===== config.mk =====
export PLATFORM = sky130hd
export DESIGN_NAME = rpu_or_buffer
export DESIGN_NICKNAME = d
export VERILOG_FILES = /design/src/rtl/rpu_or_buffer.sv
export SDC_FILE = /design/constraint.sdc
export NUM_CORES = 1
export LEC_CHECK = 0
export ABC_CLOCK_PERIOD_IN_PS = 3900
export CAP_MARGIN = 10
export CORE_UTILIZATION = 56
export CTS_BUF_LIST = sky130_fd_sc_hd__clkbuf_4 sky130_fd_sc_hd__clkbuf_8
export DETAILED_ROUTE_END_ITERATION = 16
export PLACE_DENSITY = 0.83
export SYNTH_ARGS = -nofsm -noshare
export SYNTH_HDL_FRONTEND = slang
export SYNTH_SLANG_ARGS = --single-unit

===== constraint.sdc =====
create_clock -name clk -period 3.9 [get_ports clk]
set_input_delay 0.78 -clock clk [delete_from_list [all_inputs] [get_ports clk]]
set_output_delay 0.78 -clock clk [all_outputs]
set_load 0.01 [all_outputs]

===== src/rtl/rpu_or_buffer.sv =====
// rpu_or_buffer: outbound-response FIFO between the RPU response encoder and the NoC.
//
// Ports:
//   clk, rst_n                   clock and asynchronous active-low reset
//   or_valid / or_ready          encoder-side handshake; or_valid while !or_ready is a drop
//   or_dat_tid/type/data         response fields to enqueue
//   noc_rsp_vld / noc_rsp_rdy    NoC-side handshake for the head entry
//   noc_rsp_tid/type/data        head entry fields (don't-care while noc_rsp_vld=0)
//   occupancy                    current number of stored entries
//   ovf_err, drop_cnt            sticky drop flag and saturating drop counter
//   err_clr                      single-cycle clear of ovf_err/drop_cnt (wins over a drop)

`ifndef NOU_TID_WIDTH
`define NOU_TID_WIDTH 8
`endif
`ifndef NOU_TYPE_WIDTH
`define NOU_TYPE_WIDTH 4
`endif
`ifndef NOU_NOC_RSP_WIDTH
`define NOU_NOC_RSP_WIDTH 32
`endif

module rpu_or_buffer #(
    parameter int unsigned DEPTH = 4,
    parameter int unsigned CNT_W = 8
) (
    input  logic                            clk,
    input  logic                            rst_n,
    input  logic                            or_valid,
    input  logic [`NOU_TID_WIDTH-1:0]       or_dat_tid,
    input  logic [`NOU_TYPE_WIDTH-1:0]      or_dat_type,
    input  logic [`NOU_NOC_RSP_WIDTH-1:0]   or_dat_data,
    output logic                            or_ready,
    output logic                            noc_rsp_vld,
    input  logic                            noc_rsp_rdy,
    output logic [`NOU_TID_WIDTH-1:0]       noc_rsp_tid,
    output logic [`NOU_TYPE_WIDTH-1:0]      noc_rsp_type,
    output logic [`NOU_NOC_RSP_WIDTH-1:0]   noc_rsp_data,
    output logic [$clog2(DEPTH):0]          occupancy,
    output logic                            ovf_err,
    output logic [CNT_W-1:0]                drop_cnt,
    input  logic                            err_clr
);

    localparam int unsigned AW = $clog2(DEPTH);
    localparam int unsigned PW = AW + 1;
    localparam int unsigned TW = `NOU_TID_WIDTH;
    localparam int unsigned YW = `NOU_TYPE_WIDTH;
    localparam int unsigned DW = `NOU_NOC_RSP_WIDTH;
    localparam int unsigned EW = TW + YW + DW;

    localparam logic [PW-1:0]    FULL_CNT = PW'(DEPTH);
    localparam logic [CNT_W-1:0] CNT_MAX  = {CNT_W{1'b1}};

    // Storage is intentionally not reset; only the pointers define validity.
    logic [EW-1:0] r_mem [DEPTH];

    logic [PW-1:0]    r_wptr;
    logic [PW-1:0]    r_rptr;
    logic             r_ovf;
    logic [CNT_W-1:0] r_drop_cnt;

    logic [PW-1:0] w_occ;
    logic          w_full;
    logic          w_empty;
    logic          w_push;
    logic          w_pop;
    logic          w_drop;
    logic [EW-1:0] w_head;

    // Pointers carry an extra wrap bit, so the modulo-2*DEPTH difference is the fill level.
    assign w_occ   = r_wptr - r_rptr;
    assign w_full  = (w_occ == FULL_CNT);
    assign w_empty = (w_occ == '0);

    // or_ready depends on registered pointers only; a same-cycle pop does not open a slot.
    assign w_push = or_valid && !w_full;
    assign w_drop = or_valid && w_full;
    assign w_pop  = !w_empty && noc_rsp_rdy;

    assign w_head = r_mem[r_rptr[AW-1:0]];

    assign or_ready     = !w_full;
    assign noc_rsp_vld  = !w_empty;
    assign noc_rsp_tid  = w_head[EW-1 -: TW];
    assign noc_rsp_type = w_head[DW +: YW];
    assign noc_rsp_data = w_head[DW-1:0];
    assign occupancy    = w_occ;
    assign ovf_err      = r_ovf;
    assign drop_cnt     = r_drop_cnt;

    always_ff @(posedge clk) begin
        if (w_push) begin
            r_mem[r_wptr[AW-1:0]] <= {or_dat_tid, or_dat_type, or_dat_data};
        end
    end

    always_ff @(posedge clk or negedge rst_n) begin
        if (!rst_n) begin
            r_wptr <= '0;
            r_rptr <= '0;
        end else begin
            if (w_push) r_wptr <= r_wptr + PW'(1);
            if (w_pop)  r_rptr <= r_rptr + PW'(1);
        end
    end

    // err_clr takes priority over a drop in the same cycle.
    always_ff @(posedge clk or negedge rst_n) begin
        if (!rst_n) begin
            r_ovf      <= 1'b0;
            r_drop_cnt <= '0;
        end else if (err_clr) begin
            r_ovf      <= 1'b0;
            r_drop_cnt <= '0;
        end else if (w_drop) begin
            r_ovf <= 1'b1;
            if (r_drop_cnt != CNT_MAX) r_drop_cnt <= r_drop_cnt + CNT_W'(1);
        end
    end

endmodule


==> impl_metrics.toml, run 1 <==
[timing]
setup_viol = 0
skew_ns = 0.008772
worst_slack_ns = 0.2431
finalMaxSlewViolations = 0
tightest_slew_ns = 0.8895
hold_viol_final = 0
rsz0062_at_grt = "no"
period_share_pct = 93.77
period_minus_slack_ns = 3.657
fmax_ghz = 0.2735
max_slew_margin_pct = 40.70
finalSetupTns_ns = 0

[clocking]
ctsHoldBuffers = 0
cts_resized = 0
postCtsSetupRepairBufs = 0
cts_made_buffers = 17
cts_tree = "built"
insertion_delay_ns = 0.45
clk_pin_slew_ns = 0.09
cts_htree_levels = 4
cts.sinks = 191
root_buffer = "clkbuf_8"
cts_buffer_depth = 2

[synthesis]
synth_top_area_share_pct = 73.04
synth.most_common_cell = "edfxtp_1"
yosysSeqAreaShare_pct = 78.23
synthCells = 320
async_flop_share_pct = 7.853
synth-main-ff-cell = "edfxtp_1"
netlist_area_sq_mm = 0.007236
synth_edf_count = 176
yosysUniqueCellTypes = 31
syn_area_per_cell_sq_um = 22.61
ys_seq_elements = 191
synthTopCellsByCount = "edfxtp_1, mux4_2, dfrtp_1"
yosysWarnings = 0
syn-num-nets = 377
yosysTopAreaCell = "edfxtp_1"
yosys-top-cells-area = "edfxtp_1, mux4_2, dfrtp_1"

[routing]
drc = 0
ant_nets = 0
dr.pass1.iters = 7
viasPerCell = 5.473
drt-total-wl_mm = 12.58
vias = 3437
wl_per_cell_um = 20.03
drt-initial-drc-count = 274

[floorplanning]
start_util_pct = 57.34
die_h_um = 115.7
io_pins = 107
fp-row-count = 41
fp.dieArea_sq_mm = 0.01338
die_w_um = 115.7
core_area_sq_mm = 0.01262

[layout]
area_growth_pct = 23.90
nNetsFinal = 500
drive_gt1_share_pct = 21.49
fin_util_pct = 71.04
nFillCells = 796
n_antenna_cell = 0

[critical_path]
reg2regPathDepth = 7
r2r_slack_ns = 1.01
path_class = "reg -> out"
cp_max_fo = 4
cp-end-kind = "primary output"
cp-start-kind = "register"
cp.arrival_ns = 2.88
crit_required_ns = 3.12

[pwr]
irDropWorstVdd_mv = 0.9535
powerDensity_mw_per_mm2 = 773.6
total_leakage_power_uw = 0.002975

[global_routing]
grt_max_degree = 47
antenna_found_initial = 0
track_usage_pct = 20.30
grt_pass1_wl_mm = 19.21
grt_pass1_vias = 3589
gr-total-overflow = 0

[flow_run]
maxCapViolCount = 0

[min_path]
holdCritPathClass = "reg -> reg"
hold_path_depth = 2

[placement]
place_congestion = 0.7970
port_buffers = 106
dp_slack_ns = 0.7367
detailed_place_hpwl_mm = 7.799

[run_status]
status = "completed"
## area by class of cell
| class | count | area, sq um | area share [%] |
|---|---|---|---|
| inverters | 7 | 26.28 | 0.2931 |
| clock inverters | 14 | 166.4 | 1.856 |
| clock buffers | 18 | 241.5 | 2.694 |
| repair buffers | 116 | 1149 | 12.81 |
| flip-flops and latches | 191 | 5665 | 63.20 |
| well taps | 172 | 215.2 | 2.401 |
| multi-input cells | 110 | 1501 | 16.75 |
## power by group
group	switching, uW	internal (uW)	total (uW)
logic	1270	1420	2690
clock network	660	641	1300
registers	136	2800	2940
## critical path, stage by stage (launching register included)
cell             delay [ns]
dfrtp_1                0.42
inv_1                  0.10
ha_1                   0.22
fa_1                   0.40
xor3_2                 0.46
or2_2                  0.33
clkdlybuf4s50_1        0.49
## sequential cells by signal, indices dropped and copies added, names as in the netlist
| register | flops |
|---|---|
| ovf_err | 1 |
| r_rptr | 3 |
| drop_cnt | 8 |
| r_wptr | 3 |
| r_mem | 176 |
## worst paths after layout
kind,start,to
max,r_wptr[0]$_DFFE_PN0N_,noc_rsp_vld
min,ovf_err$_DFFE_PN0P_,ovf_err$_DFFE_PN0P_
max reg2reg,r_wptr[0]$_DFFE_PN0N_,r_mem[0][29]$_DFFE_PP_
min reg2reg,ovf_err$_DFFE_PN0P_,ovf_err$_DFFE_PN0P_
max in group asynchronous,rst_n,r_rptr[0]$_DFFE_PN0P_
min in group asynchronous,rst_n,ovf_err$_DFFE_PN0P_
## placed cells by master (no fill, tap or decap), types with 2 or more instances in the layout
master / count
nor2_1: 2
xor2_1: 2
dfrtp_1: 13
inv_1: 7
o21ai_0: 5
and3_2: 4
clkdlybuf4s50_1: 106
nor3b_1: 2
xnor2_1: 2
mux2_2: 3
clkinvlp_4: 2
or3_1: 2
and3_1: 2
nand2_1: 6
or4_1: 3
bufinv_16: 3
clkinv_2: 4
buf_4: 9
ha_1: 7
clkinv_4: 2
a21oi_1: 7
mux4_2: 44
edfxtp_1: 176
nand3_1: 5
o31ai_1: 4
clkbuf_8: 17
## stage by stage
| stage | total power [uW] | hold slack, ns | cells | instance area, sq um |
|---|---|---|---|---|
| after detailed placement | 5717 | 0.5084 | 596 | 8557 |
| after floorplan | 4452 | 0.4844 | 320 | 7236 |
| after global routing | 7271 | 0.5570 | 628 | 8965 |
| after global placement | 5637 | 0.5016 | 596 | 8557 |
| final | 6935 | 0.5169 | 628 | 8965 |
| after CTS | 7023 | 0.5212 | 628 | 8965 |
## cells by family (layout without fill, tap and decap cells)
group / count (synthesis) / count (layout) / synth area share, %
adder cells (fa/ha/maj): 8 / 8 / 1.487
AND/OR/NAND/NOR: 32 / 32 / 2.715
buffers and inverters: 19 / 155 / 1.089
multiplexers: 47 / 47 / 14.16
flip-flops: 191 / 191 / 78.23
XOR/XNOR: 5 / 5 / 0.8301
AO/OA/AOI/OAI: 18 / 18 / 1.487
## routing by layer
metal  GRT usage, %  vias up  part of all wire (%)
met5              0        -                     0
met4          8.205        0                  0.86
met3          5.387       14                   5.1
met2          33.81       92                    54
met1          25.73     1757                    40
li1               -     1574                     -
(Power assumes the default switching activity.)
==> run 2, diff against run 1 <==
==> constraint.sdc (replaced) <==
create_clock -name clk -period 3.9 [get_ports clk]
set_input_delay 1.17 -clock clk [delete_from_list [all_inputs] [get_ports clk]]
set_output_delay 1.17 -clock clk [all_outputs]
set_load 0.01 [all_outputs]
==> impl_metrics.toml, run 2 (synthesis gave the netlist of run 1 again) <==
[critical_path]
max_stage_delay_ns = 0.60
critPathCapture = "noc_rsp_vld"
crit_required_ns = 2.73
startpoint = "r_rptr[0]$_DFFE_PN0P_"
critPathSlowestCell = "fa_2"
cp.arrival_ns = 2.59
cp-end-kind = "primary output"
r2r-start = "r_rptr[0]$_DFFE_PN0P_"
reg2regPathDepth = 6
r2r_slack_ns = 1.39
cp-start-kind = "register"
cp_cell_sequence = "ha_1, fa_2, nand2_1, or2_2, clkdlybuf4s50_1"
cp_max_fo = 4
path_class = "reg -> out"
timing.rr.end = "r_mem[3][16]$_DFFE_PP_"

[clocking]
insertion_delay_ns = 0.45
ctsHoldBuffers = 0
root_buffer = "clkbuf_8"
clk_pin_slew_ns = 0.08
cts_tree = "built"
cts_made_buffers = 17
cts_htree_levels = 4
cts_buffer_depth = 2
cts.sinks = 191

[timing]
skew_ns = 0.01077
max_slew_margin_pct = 53.02
finalSetupTns_ns = 0
period_minus_slack_ns = 3.763
rsz0062_at_grt = "no"
fmax_ghz = 0.2658
period_share_pct = 96.48
finalMaxSlewViolations = 0
tightest_slew_ns = 0.7026
setup_viol = 0
hold_viol_final = 0

[pwr]
powerDensity_mw_per_mm2 = 759.7
irDropWorstVdd_mv = 0.8546
total_leakage_power_uw = 0.002941
power.total_uw = 6787

[floorplanning]
core_area_sq_mm = 0.01262
io_pins = 107
die_w_um = 115.7
die_h_um = 115.7
fp-row-count = 41
start_util_pct = 57.34
fp.dieArea_sq_mm = 0.01338

[global_routing]
grt_pass1_wl_mm = 18.53
track_usage_pct = 19.59
antenna_found_initial = 1
grt_max_degree = 47
gr-total-overflow = 0
grt_pass1_vias = 3552

[layout]
nNetsFinal = 497
n_antenna_cell = 0
final_cell_mix = "edfxtp_1, clkdlybuf4s50_1, mux4_2, clkbuf_8, dfrtp_1"
area_growth_pct = 23.47
final_common_cell = "edfxtp_1"
drive_gt1_share_pct = 21.02
largest_reg_flops = 176

[placement]
port_buffers = 106
place_congestion = 0.7797
detailed_place_hpwl_mm = 7.301

[routing]
drc = 0
drt-total-wl_mm = 12.03
ant_nets = 0
vias = 3435
dr.pass1.iters = 4
drt-initial-drc-count = 242
viasPerCell = 5.505
wl_per_cell_um = 19.28

[flow_run]
maxCapViolCount = 0

[min_path]
hold_path_depth = 2
holdCritPathClass = "reg -> reg"

[run_status]
status = "completed"
run 2: critical path, delay by kind of cell, from the launching register on:
| kind | cells | cell delay, ns |
|---|---|---|
| flip-flops | 1 | 0.48 |
| buffers and inverters | 1 | 0.48 |
| AND/OR/NAND/NOR | 2 | 0.39 |
| adder cells (fa/ha/maj) | 2 | 0.80 |
run 2: final cells by class:
cell class | instances | area (sq um)
repair buffers | 113 | 1167
multi-input cells | 110 | 1509
flip-flops and latches | 191 | 5665
clock buffers | 17 | 234.0
well taps | 172 | 215.2
clock inverters | 14 | 116.4
inverters | 7 | 26.28
fillers | 819 | 3686
run 2: worst min-delay path by stage:
stage	end	slack, ns	startpoint
after CTS	ovf_err$_DFFE_PN0P_	0.52	ovf_err$_DFFE_PN0P_
after floorplan	r_wptr[2]$_DFFE_PN0N_	0.49	r_wptr[2]$_DFFE_PN0N_
after detailed placement	ovf_err$_DFFE_PN0P_	0.51	ovf_err$_DFFE_PN0P_
after global routing	r_wptr[2]$_DFFE_PN0N_	0.55	r_wptr[2]$_DFFE_PN0N_
final	ovf_err$_DFFE_PN0P_	0.52	ovf_err$_DFFE_PN0P_
after global placement	ovf_err$_DFFE_PN0P_	0.50	ovf_err$_DFFE_PN0P_
run 2: report_power, final:
group	internal (uW)	total (uW)	switching, uW	leakage (uW)
clock	499	1150	648	0.000177
sequential	2800	2930	127	0.00181
combinational	1450	2710	1260	0.000957
run 2: repair_timing:
| action | in CTS | in global routing |
|---|---|---|
| endpoints found under the setup margin | 46 | 1 |
| buffers inserted | 1 | 0 |
| pin swaps | 1 | 0 |
| resized for setup | 1 | 2 |
run 2: metrics by stage:
step	hold slack (ns)	cells	cell area, sq um	utilization (%)	worst slack, ns
2_1_floorplan	0.4900	320	7236	-	0.5697
3_3_place_gp	0.5038	592	8564	67.87	0.4010
3_5_place_dp	0.5124	592	8564	67.87	0.3440
4_1_cts	0.5239	624	8926	70.73	0.04330
5_1_grt	0.5468	624	8934	70.79	0.02458
6_report	0.5230	624	8934	70.79	0.1372
run 2: metal layers:
layer  up-vias  track usage (%)  part of all wire (%)
met5         -                0                     0
li1       1576                -                     -
met1      1751            26.24                    43
met3        15            5.126                   4.9
met4         0            9.145                   1.5
met2        93            30.66                    51
